**src/rtl/uart_rx_param_if.sv**
```systemverilog
// Receive-side word handshake between the UART receiver and its consumer.
// The receiver drives the word, its status flags and the idle indication; the consumer drives ready.
interface uart_rx_param_if #(
    parameter int DATA_BITS = 8
);
    logic [DATA_BITS-1:0] rxDataOUT;
    logic                 rxValidOUT;
    logic                 rxReadyIN;
    logic                 rxParityErrOUT;
    logic                 rxFrameErrOUT;
    logic                 rxBreakOUT;
    logic                 rxOverrunOUT;
    logic                 rxIdleOUT;

    modport master (
        output rxDataOUT,
        output rxValidOUT,
        input  rxReadyIN,
        output rxParityErrOUT,
        output rxFrameErrOUT,
        output rxBreakOUT,
        output rxOverrunOUT,
        output rxIdleOUT
    );

    modport slave (
        input  rxDataOUT,
        input  rxValidOUT,
        output rxReadyIN,
        input  rxParityErrOUT,
        input  rxFrameErrOUT,
        input  rxBreakOUT,
        input  rxOverrunOUT,
        input  rxIdleOUT
    );
endinterface

```
**src/rtl/uart_rx_param.sv**
```systemverilog
// Parameterised UART receiver: synchroniser + majority filter, 16x oversampling FSM,
// single-entry output holding register with parity/frame/break/overrun status.
module uart_rx_param #(
    parameter int CLOCK_FREQUENCY = 50_000_000,
    parameter int BAUD_RATE       = 9600,
    parameter int DATA_BITS       = 8,
    parameter int PARITY          = 0,
    parameter int STOP_BITS       = 1
) (
    input  logic            clockIN,
    input  logic            rxResetNIN,
    input  logic            rxIN,
    uart_rx_param_if.master rx_bus
);
    localparam int DIV_RAW = CLOCK_FREQUENCY / (BAUD_RATE * 16);
    localparam int DIV     = (DIV_RAW < 1) ? 1 : DIV_RAW;
    localparam int DIV_W   = (DIV > 1) ? $clog2(DIV) : 1;
    localparam int BIT_W   = $clog2(DATA_BITS + 1);

    typedef enum logic [2:0] {
        S_IDLE,
        S_START,
        S_DATA,
        S_PARITY,
        S_STOP
    } state_t;

    logic [1:0]           sync_q, sync_d;
    logic [2:0]           filt_q, filt_d;
    logic                 line;
    logic [DIV_W-1:0]     div_q, div_d;
    logic                 tick;

    state_t               state_q, state_d;
    logic [3:0]           sub_q, sub_d;
    logic [BIT_W-1:0]     bit_cnt_q, bit_cnt_d;
    logic                 stop_cnt_q, stop_cnt_d;
    logic                 wait_high_q, wait_high_d;
    logic                 frame_err_q, frame_err_d;
    logic [DATA_BITS-1:0] shift_q, shift_d;
    logic                 par_bit_q, par_bit_d;
    logic                 first_stop_q, first_stop_d;
    logic                 sample;
    logic                 last_stop;

    logic [DATA_BITS-1:0] data_out_q, data_out_d;
    logic                 valid_q, valid_d;
    logic                 perr_q, perr_d;
    logic                 ferr_q, ferr_d;
    logic                 brk_q, brk_d;
    logic                 ovr_q, ovr_d;
    logic                 handshake;
    logic                 first_stop_now;
    logic                 new_perr;
    logic                 new_ferr;
    logic                 new_brk;

    // Line conditioning and free-running oversample tick
    always_comb begin
        sync_d = {sync_q[0], rxIN};
        filt_d = {filt_q[1:0], sync_q[1]};
        line   = (filt_q[0] & filt_q[1]) | (filt_q[0] & filt_q[2]) | (filt_q[1] & filt_q[2]);
        tick   = (div_q == DIV_W'(DIV - 1));
        div_d  = tick ? '0 : div_q + DIV_W'(1);
    end

    // Frame decoder: start validation at mid-bit, then one sample every 16 ticks
    always_comb begin
        state_d      = state_q;
        sub_d        = sub_q;
        bit_cnt_d    = bit_cnt_q;
        stop_cnt_d   = stop_cnt_q;
        wait_high_d  = wait_high_q;
        frame_err_d  = frame_err_q;
        shift_d      = shift_q;
        par_bit_d    = par_bit_q;
        first_stop_d = first_stop_q;
        last_stop    = 1'b0;
        sample       = tick && (sub_q == 4'd15);

        case (state_q)
            S_IDLE: begin
                if (line) begin
                    wait_high_d = 1'b0;
                end
                if (tick && !line && !wait_high_q) begin
                    state_d = S_START;
                    sub_d   = 4'd0;
                end
            end
            S_START: begin
                if (tick) begin
                    if (sub_q == 4'd7) begin
                        sub_d = 4'd0;
                        if (!line) begin
                            state_d   = S_DATA;
                            bit_cnt_d = '0;
                        end else begin
                            state_d = S_IDLE;
                        end
                    end else begin
                        sub_d = sub_q + 4'd1;
                    end
                end
            end
            S_DATA: begin
                if (tick) begin
                    sub_d = sub_q + 4'd1;
                end
                if (sample) begin
                    shift_d   = {line, shift_q[DATA_BITS-1:1]};
                    bit_cnt_d = bit_cnt_q + BIT_W'(1);
                    if (bit_cnt_q == BIT_W'(DATA_BITS - 1)) begin
                        state_d     = (PARITY != 0) ? S_PARITY : S_STOP;
                        stop_cnt_d  = 1'b0;
                        frame_err_d = 1'b0;
                    end
                end
            end
            S_PARITY: begin
                if (tick) begin
                    sub_d = sub_q + 4'd1;
                end
                if (sample) begin
                    par_bit_d = line;
                    state_d   = S_STOP;
                end
            end
            S_STOP: begin
                if (tick) begin
                    sub_d = sub_q + 4'd1;
                end
                if (sample) begin
                    stop_cnt_d  = stop_cnt_q + 1'b1;
                    frame_err_d = frame_err_q | ~line;
                    if (stop_cnt_q == 1'b0) begin
                        first_stop_d = line;
                    end
                    if (stop_cnt_q == 1'(STOP_BITS - 1)) begin
                        last_stop   = 1'b1;
                        state_d     = S_IDLE;
                        sub_d       = 4'd0;
                        // A low stop bit may be a break: hold off restarts until the line idles.
                        wait_high_d = frame_err_q | ~line;
                    end
                end
            end
            default: begin
                state_d = S_IDLE;
            end
        endcase
    end

    // Output holding register and consumer handshake
    always_comb begin
        data_out_d     = data_out_q;
        valid_d        = valid_q;
        perr_d         = perr_q;
        ferr_d         = ferr_q;
        brk_d          = brk_q;
        ovr_d          = ovr_q;
        handshake      = valid_q & rx_bus.rxReadyIN;
        first_stop_now = (stop_cnt_q == 1'b0) ? line : first_stop_q;
        new_ferr       = frame_err_q | ~line;
        new_perr       = (PARITY == 1) ? ~(^shift_q ^ par_bit_q) :
                         (PARITY == 2) ?  (^shift_q ^ par_bit_q) : 1'b0;
        new_brk        = (shift_q == '0) && ((PARITY == 0) || !par_bit_q) && !first_stop_now;

        if (last_stop && (!valid_q || handshake)) begin
            data_out_d = shift_q;
            perr_d     = new_perr;
            ferr_d     = new_ferr;
            brk_d      = new_brk;
            valid_d    = 1'b1;
            ovr_d      = 1'b0;
        end else if (last_stop) begin
            ovr_d = 1'b1;
        end else if (handshake) begin
            valid_d = 1'b0;
            ovr_d   = 1'b0;
        end
    end

    always_ff @(posedge clockIN) begin
        if (!rxResetNIN) begin
            sync_q      <= '1;
            filt_q      <= '1;
            div_q       <= '0;
            state_q     <= S_IDLE;
            sub_q       <= 4'd0;
            bit_cnt_q   <= '0;
            stop_cnt_q  <= 1'b0;
            wait_high_q <= 1'b0;
            frame_err_q <= 1'b0;
            data_out_q  <= '0;
            valid_q     <= 1'b0;
            perr_q      <= 1'b0;
            ferr_q      <= 1'b0;
            brk_q       <= 1'b0;
            ovr_q       <= 1'b0;
        end else begin
            sync_q      <= sync_d;
            filt_q      <= filt_d;
            div_q       <= div_d;
            state_q     <= state_d;
            sub_q       <= sub_d;
            bit_cnt_q   <= bit_cnt_d;
            stop_cnt_q  <= stop_cnt_d;
            wait_high_q <= wait_high_d;
            frame_err_q <= frame_err_d;
            data_out_q  <= data_out_d;
            valid_q     <= valid_d;
            perr_q      <= perr_d;
            ferr_q      <= ferr_d;
            brk_q       <= brk_d;
            ovr_q       <= ovr_d;
        end
    end

    always_ff @(posedge clockIN) begin
        shift_q      <= shift_d;
        par_bit_q    <= par_bit_d;
        first_stop_q <= first_stop_d;
    end

    assign rx_bus.rxDataOUT      = data_out_q;
    assign rx_bus.rxValidOUT     = valid_q;
    assign rx_bus.rxParityErrOUT = perr_q;
    assign rx_bus.rxFrameErrOUT  = ferr_q;
    assign rx_bus.rxBreakOUT     = brk_q;
    assign rx_bus.rxOverrunOUT   = ovr_q;
    assign rx_bus.rxIdleOUT      = (state_q == S_IDLE);
endmodule

```
**src/flat_wrapper.sv**
```systemverilog
// flat-port wrapper written by rule: the top's interface ports become plain ports
module uart_rx_param_flat 
#(
    parameter int CLOCK_FREQUENCY = 50_000_000,
    parameter int BAUD_RATE       = 9600,
    parameter int DATA_BITS       = 8,
    parameter int PARITY          = 0,
    parameter int STOP_BITS       = 1
)
  (clockIN, rxResetNIN, rxIN, rx_bus_rxDataOUT, rx_bus_rxValidOUT, rx_bus_rxReadyIN, rx_bus_rxParityErrOUT, rx_bus_rxFrameErrOUT, rx_bus_rxBreakOUT, rx_bus_rxOverrunOUT, rx_bus_rxIdleOUT);
  uart_rx_param_if #(.DATA_BITS(DATA_BITS)) rx_bus_i ();
  input  logic clockIN;
  input  logic rxResetNIN;
  input  logic rxIN;
  output wire logic [$bits(rx_bus_i.rxDataOUT)-1:0] rx_bus_rxDataOUT;
  output wire logic [$bits(rx_bus_i.rxValidOUT)-1:0] rx_bus_rxValidOUT;
  input wire logic [$bits(rx_bus_i.rxReadyIN)-1:0] rx_bus_rxReadyIN;
  output wire logic [$bits(rx_bus_i.rxParityErrOUT)-1:0] rx_bus_rxParityErrOUT;
  output wire logic [$bits(rx_bus_i.rxFrameErrOUT)-1:0] rx_bus_rxFrameErrOUT;
  output wire logic [$bits(rx_bus_i.rxBreakOUT)-1:0] rx_bus_rxBreakOUT;
  output wire logic [$bits(rx_bus_i.rxOverrunOUT)-1:0] rx_bus_rxOverrunOUT;
  output wire logic [$bits(rx_bus_i.rxIdleOUT)-1:0] rx_bus_rxIdleOUT;
  assign rx_bus_rxDataOUT = rx_bus_i.rxDataOUT;
  assign rx_bus_rxValidOUT = rx_bus_i.rxValidOUT;
  assign rx_bus_i.rxReadyIN = rx_bus_rxReadyIN;
  assign rx_bus_rxParityErrOUT = rx_bus_i.rxParityErrOUT;
  assign rx_bus_rxFrameErrOUT = rx_bus_i.rxFrameErrOUT;
  assign rx_bus_rxBreakOUT = rx_bus_i.rxBreakOUT;
  assign rx_bus_rxOverrunOUT = rx_bus_i.rxOverrunOUT;
  assign rx_bus_rxIdleOUT = rx_bus_i.rxIdleOUT;
  uart_rx_param #(.CLOCK_FREQUENCY(CLOCK_FREQUENCY), .BAUD_RATE(BAUD_RATE), .DATA_BITS(DATA_BITS), .PARITY(PARITY), .STOP_BITS(STOP_BITS)) u_core (.clockIN(clockIN), .rxResetNIN(rxResetNIN), .rxIN(rxIN), .rx_bus(rx_bus_i));
endmodule
```
**config.mk**
```make
export PLATFORM = sky130hd
export DESIGN_NAME = uart_rx_param_flat
export DESIGN_NICKNAME = d
export VERILOG_FILES = /design/src/rtl/uart_rx_param_if.sv /design/src/rtl/uart_rx_param.sv /design/src/flat_wrapper.sv
export SDC_FILE = /design/constraint.sdc
export NUM_CORES = 1
export LEC_CHECK = 0
export ABC_AREA = 1
export CAP_MARGIN = 20
export CORE_MARGIN = 2
export CORE_UTILIZATION = 58
export CTS_CLUSTER_SIZE = 40
export DETAILED_ROUTE_END_ITERATION = 7
export PLACE_DENSITY = 0.82
export SKIP_LAST_GASP = 1
export SYNTH_ARGS = -nofsm -noshare
export SYNTH_HDL_FRONTEND = slang
export SYNTH_SLANG_ARGS = --single-unit
```
**constraint.sdc**
```tcl
create_clock -name clockIN -period 2.3 [get_ports clockIN]
set_input_delay 0.46 -clock clockIN [delete_from_list [all_inputs] [get_ports clockIN]]
set_output_delay 0.46 -clock clockIN [all_outputs]
set_load 0.01 [all_outputs]
```
==> flow_metrics.tcl <==
set metrics [dict create \
    status "completed" \
    p_leak_uw 0.00115 \
    fp.dieArea_um2 4700 \
    synth.net_count 316 \
    muxShareOfSynthArea 0 \
    rows 23 \
    final_cell_mix "nand2_1 (72), dfxtp_1 (40), inv_1 (37), nor2_1 (29), nand3_1 (20)" \
    io_pins 18 \
    synthFlopType "dfxtp_1" \
    cts_buffers 5 \
    vias 1967 \
    fp.dieH_um 68.6 \
    fin_crit_sh 0.931 \
    avgSynthCellArea_um2 7.86 \
    final_common_cell "nand2_1" \
    clk_latency_ps 300 \
    finalSetupViolations 0 \
    fin_tns_setup_ps 0 \
    fin_worst_skew_ps 8.27 \
    cts_sinks 49 \
    coreArea_um2 4000 \
    drtIter0Drc 97 \
    ir_drop_mv 0.546 \
    placed_area_um2 2640 \
    synth_edf_count 9 \
    synth_top_family_by_area "simple AND/OR/NAND/NOR gates" \
    power.switching_uw 723 \
    finalMaxSlewViolations 0 \
    seq_power_share 0.456 \
    pwr-share-clk 0.240 \
    critPathLaunchType "flop" \
    finalInstanceArea_um2 2730 \
    async_flop_share 0 \
    critPathArrivalTime_ps 1680 \
    netlist_area_um2 2420 \
    fin_nets 337 \
    dieWidth_um 68.6 \
    cts_setup_buffers 0 \
    cts.reportedPaths.clkPinSlew_ps 90 \
    ys_warn_count 0 \
    hold_viol 0 \
    initial_core_util 0.605 \
    grt_pass1_vias 1706 \
    syn_inst 308 \
    rsz0062_at_grt "false" \
    portBuffers 16 \
    synth_xor_area_frac 0.0181 \
    viasPerCell 5.18 \
    drive_above_1_share 0.158 \
    cp_max_fo 5 \
    worstHoldPathType "flop to flop" \
    end_kind "primary output" \
    post-dp-hpwl_mm 3.35 \
    cts-root-buf "clkbuf_8" \
    synthSimpleGateAreaFrac 0.347 \
    grt_pass1_wl_mm 7.35 \
    yosysUniqueCellTypes 35 \
    route.detailed.drc 0 \
    htree_levels 2 \
    swShare 0.351 \
    overflow 0 \
    seq_area_frac_synth 0.443 \
    ys_ff_latch 49 \
    wl_per_cell_um 11.6 \
    synth_compound_area_frac 0.0962 \
    antenna_found_initial 0 \
    gp_congestion 0.846 \
    first_pass_iters 4 \
    antenna_cells 0 \
    cp_data_required_time_ps 1840 \
    synth-adder-area-share 0.0207 \
    fmax_mhz 467 \
    syn2layout_area_growth_pct 12.8 \
    path_class "flop to primary output" \
    drv_cap 0 \
    drt_wl_total_mm 4.42 \
    cts_tree "yes" \
    grt_max_degree 16 \
    powerDensity_nw_per_um2 755 \
    clock_path_buffers 2 \
    postRouteAntennaNets 0 \
    gr-usage-all-layers 0.213 \
    hold_buffers 0 \
    period_needed_ps 2140 \
    internal-power_uw 1340 \
    combPwrFrac 0.304 \
]
final cells by class:
| cell class | instances | area [um2] |
|---|---|---|
| Fill cell | 343 | 1270 |
| Multi-Input combinational cell | 213 | 1170 |
| Sequential cell | 49 | 1070 |
| Timing Repair Buffer | 19 | 183 |
| Inverter | 41 | 154 |
| Clock buffer | 5 | 68.8 |
| Tap cell | 50 | 62.6 |
| Clock inverter | 3 | 17.5 |
state kept, by name, summed over array words and instances (netlist names):
register and flops:
u_core.wait_high_q 1, u_core.filt_q 3, u_core.rx_bus.rxBreakOUT 1, u_core.rx_bus.rxOverrunOUT 1, u_core.frame_err_q 1, u_core.first_stop_q 1, u_core.shift_q 8, u_core.bit_cnt_q 4
u_core.stop_cnt_q 1, u_core.sync_q 2, u_core.state_q 3, u_core.rx_bus.rxFrameErrOUT 1, u_core.div_q 9, u_core.sub_q 4, u_core.rx_bus.rxDataOUT 8, u_core.rx_bus.rxValidOUT 1
power by group through the flow:
stage,sequential [uW],clock (uW),combinational [uW]
after floorplan,951,0,500
after global placement,956,0,617
after detailed placement,959,0,625
after CTS,939,505,629
after global routing,946,544,699
final,940,494,627
routing by layer:
| layer | global-route usage | vias up | share of wire |
|---|---|---|---|
| met5 | 0 | - | 0 |
| met1 | 0.277 | 901 | 0.48 |
| li1 | - | 1031 | - |
| met4 | 0.0825 | 0 | 0.015 |
| met3 | 0.0584 | 5 | 0.041 |
| met2 | 0.335 | 30 | 0.47 |
metrics by stage:
stage	std cells	util	hold WS, ps	total power [uW]	worst slack, ps
after floorplan	308	-	388	1450	507
after global placement	372	0.660	394	1570	457
after detailed placement	372	0.660	400	1580	416
after CTS	380	0.682	421	2070	63.8
after global routing	380	0.683	439	2190	43.7
final	380	0.683	419	2060	160
synthesized netlist by cell type, types with 5 or more instances:
library cell | n | area, um2
nor2_1 | 30 | 113
a21oi_2 | 7 | 61.3
inv_1 | 37 | 139
o21ai_0 | 5 | 25.0
a21oi_1 | 17 | 85.1
nand2_2 | 8 | 50.1
nor2_2 | 5 | 31.3
edfxtp_1 | 9 | 270
nand3_1 | 20 | 100
nand2_1 | 72 | 270
dfxtp_1 | 40 | 801
or2_2 | 5 | 31.3
critical path: stages, from the launching register on:
cell	delay (ps)
dfxtp_1	350
nor2_1	200
inv_1	90
nor2_2	170
clkdlybuf4s50_1	570
cell families after synthesis:
| logic type | count (synthesis) |
|---|---|
| xor+xnor | 5 |
| flops | 49 |
| fa+ha+maj | 4 |
| compound gates | 37 |
| simple gates | 166 |
| other cells | 1 |
| buf+inv | 46 |
worst paths after layout:
| check | startpoint | endpoint | slack, ps | cells past startpoint |
|---|---|---|---|---|
| setup reg to reg | u_core.sub_q[0] | u_core.bit_cnt_q[1] | 470 | 8 |
| hold / removal | u_core.sync_q[1] | u_core.filt_q[0] | 420 | 1 |
| setup / recovery | u_core.state_q[0] | rx_bus_rxIdleOUT | 160 | 4 |
| hold reg to reg | u_core.sync_q[1] | u_core.filt_q[0] | 420 | 1 |
timing repair:
item,in CTS,in global routing
hold endpoints to repair,0,0
endpoints found under the setup margin,0,1
gates resized for setup,0,1
No activity file was read; power rests on OpenSTA's default activity.
==> RTL change: new RTL, same settings <==
`PARITY` is set to 0 in 2 places; all go to 1.
--- a/src/rtl/uart_rx_param.sv
+++ b/src/rtl/uart_rx_param.sv
@@ -6,3 +6,3 @@
     parameter int DATA_BITS       = 8,
-    parameter int PARITY          = 0,
+    parameter int PARITY          = 1,
     parameter int STOP_BITS       = 1
--- a/src/flat_wrapper.sv
+++ b/src/flat_wrapper.sv
@@ -6,3 +6,3 @@
     parameter int DATA_BITS       = 8,
-    parameter int PARITY          = 0,
+    parameter int PARITY          = 1,
     parameter int STOP_BITS       = 1
Behaviour: same outputs for any inputs over 10 cycles, from zero or initial values and one cycle with rxResetNIN low; that may be too few to reach the edited logic, so the function may still have changed.
==> RTL change against the original RTL <==
Setup slack improved by 0.10 ns. Sequential cell count rose by 2. Cell area rose by 3.2%. Synthesized area rose by 2.5%. Highest routed layer unchanged. Wire length rose by 2.7%. Via count rose by 0.86%.
Power is not compared: it rests on default switching activity, and its combinational part moved more than twofold at a synthesized area within 25%.
==> RTL change: results (changes against the original RTL) <==
Global routing
  • Met3 usage: 3.78% (-2.1 points)
  • Maximum number of pins on one net before global-route repair: 22 (+6)
  • First-pass GRT wire length: 7890 µm (+7.3%)
  • GR Util All Layers: 20.0% (-1.3 points)
  • Global-route met1 utilization: 25.3% (-2.4 points)

Logic synthesis
  • Mean cell area of the mapped netlist: 7.90 µm² (+0.57%)
  • Area fraction in compound gates after synthesis: 12.9% (+3.2 points)
  • Most instantiated cells after synthesis: nand2_1 (62), inv_1 (44), dfxtp_1 (41), nor2_1 (34), a21oi_1 (18)
  • Synth Area in XOR/XNOR: 2.47% (+0.66 points)
  • Sequential cell area fraction in the yosys report: 45.2% (+0.92 points)
  • Cells taking the most area after synthesis: dfxtp_1 (33%), edfxtp_1 (12%), nand2_1 (9.4%)
  • Synthesized net count: 326 (+3.2%)

Drt
  • Average vias per placed instance: 5.13 (-0.96%)
  • Routed met3 length: 188 µm (+3.9%)
  • Total via count in the routed design: 1984 (+0.86%)

Cells and area
  • Signed area change from the synthesized netlist to the final layout: 13.5%
  • Number of nets in the layout: 348 (+3.3%)
  • Count of fill cells added during filler insertion: 331 (-3.5%)

Critical path
  • Biggest cell delay along the critical path: 0.55 ns (-0.02 ns)
  • Path depth of the worst reg2reg path: 12 (+4)

Hold path
  • Terminating pin of the worst hold path: u_core.sync_q[1]

Placed design
  • Placed Cells: 379 (+1.9%)
  • Total cell area at the placement stage: 2710 µm² (+2.4%)

Timing
  • Final period demand of the worst path: 2.04 ns (-0.103 ns)

Run status
  • Run status: finished, final reports clean
## RTL change: cell count changes in the layout (fill, tap and decap cells not counted), moves of 4 or more
cell,change
nor2_1,+5
nand2_1,-10
o21ai_1,+8
o21ai_0,+8
nand3_1,-4
nand2_2,-6
nor2_2,-4
ha_1,+4
inv_1,+7
## RTL change: cell families after synthesis
kind of cell    after synthesis
fa+ha+maj                     8
simple gates                142
buf+inv                      51
xor+xnor                      7
compound gates               55
flops                        51
## RTL change: cell type report
type | count | share of cell area [%]
multi-input cells | 212 | 41.0
flip-flops and latches | 51 | 39.8
repair buffers | 20 | 6.84
inverters | 46 | 6.18
clock buffers | 6 | 2.58
well taps | 50 | 2.22
clock inverters | 2 | 1.38
## RTL change: how the worst max path moves through the flow
| stage | from | to | cells past startpoint | slack (ns) |
|---|---|---|---|---|
| after floorplan | u_core.div_q[0] | u_core.shift_q[0] | 8 | 0.63 |
| after global placement | u_core.div_q[0] | u_core.rx_bus.rxDataOUT[5] | 12 | 0.51 |
| after detailed placement | u_core.div_q[0] | u_core.rx_bus.rxDataOUT[3] | 12 | 0.41 |
| after CTS | u_core.state_q[2] | rx_bus_rxIdleOUT | 4 | 0.25 |
| after global routing | u_core.state_q[2] | rx_bus_rxIdleOUT | 4 | 0.12 |
| final | u_core.state_q[2] | rx_bus_rxIdleOUT | 4 | 0.26 |
## RTL change: power by group
group | total [mW] | switching (mW) | internal [mW] | leakage, nW
clock network | 0.622 | 0.293 | 0.329 | 0.0558
logic | 0.0380 | 0.0220 | 0.0161 | 0.768
registers | 0.918 | 0.00446 | 0.913 | 0.424
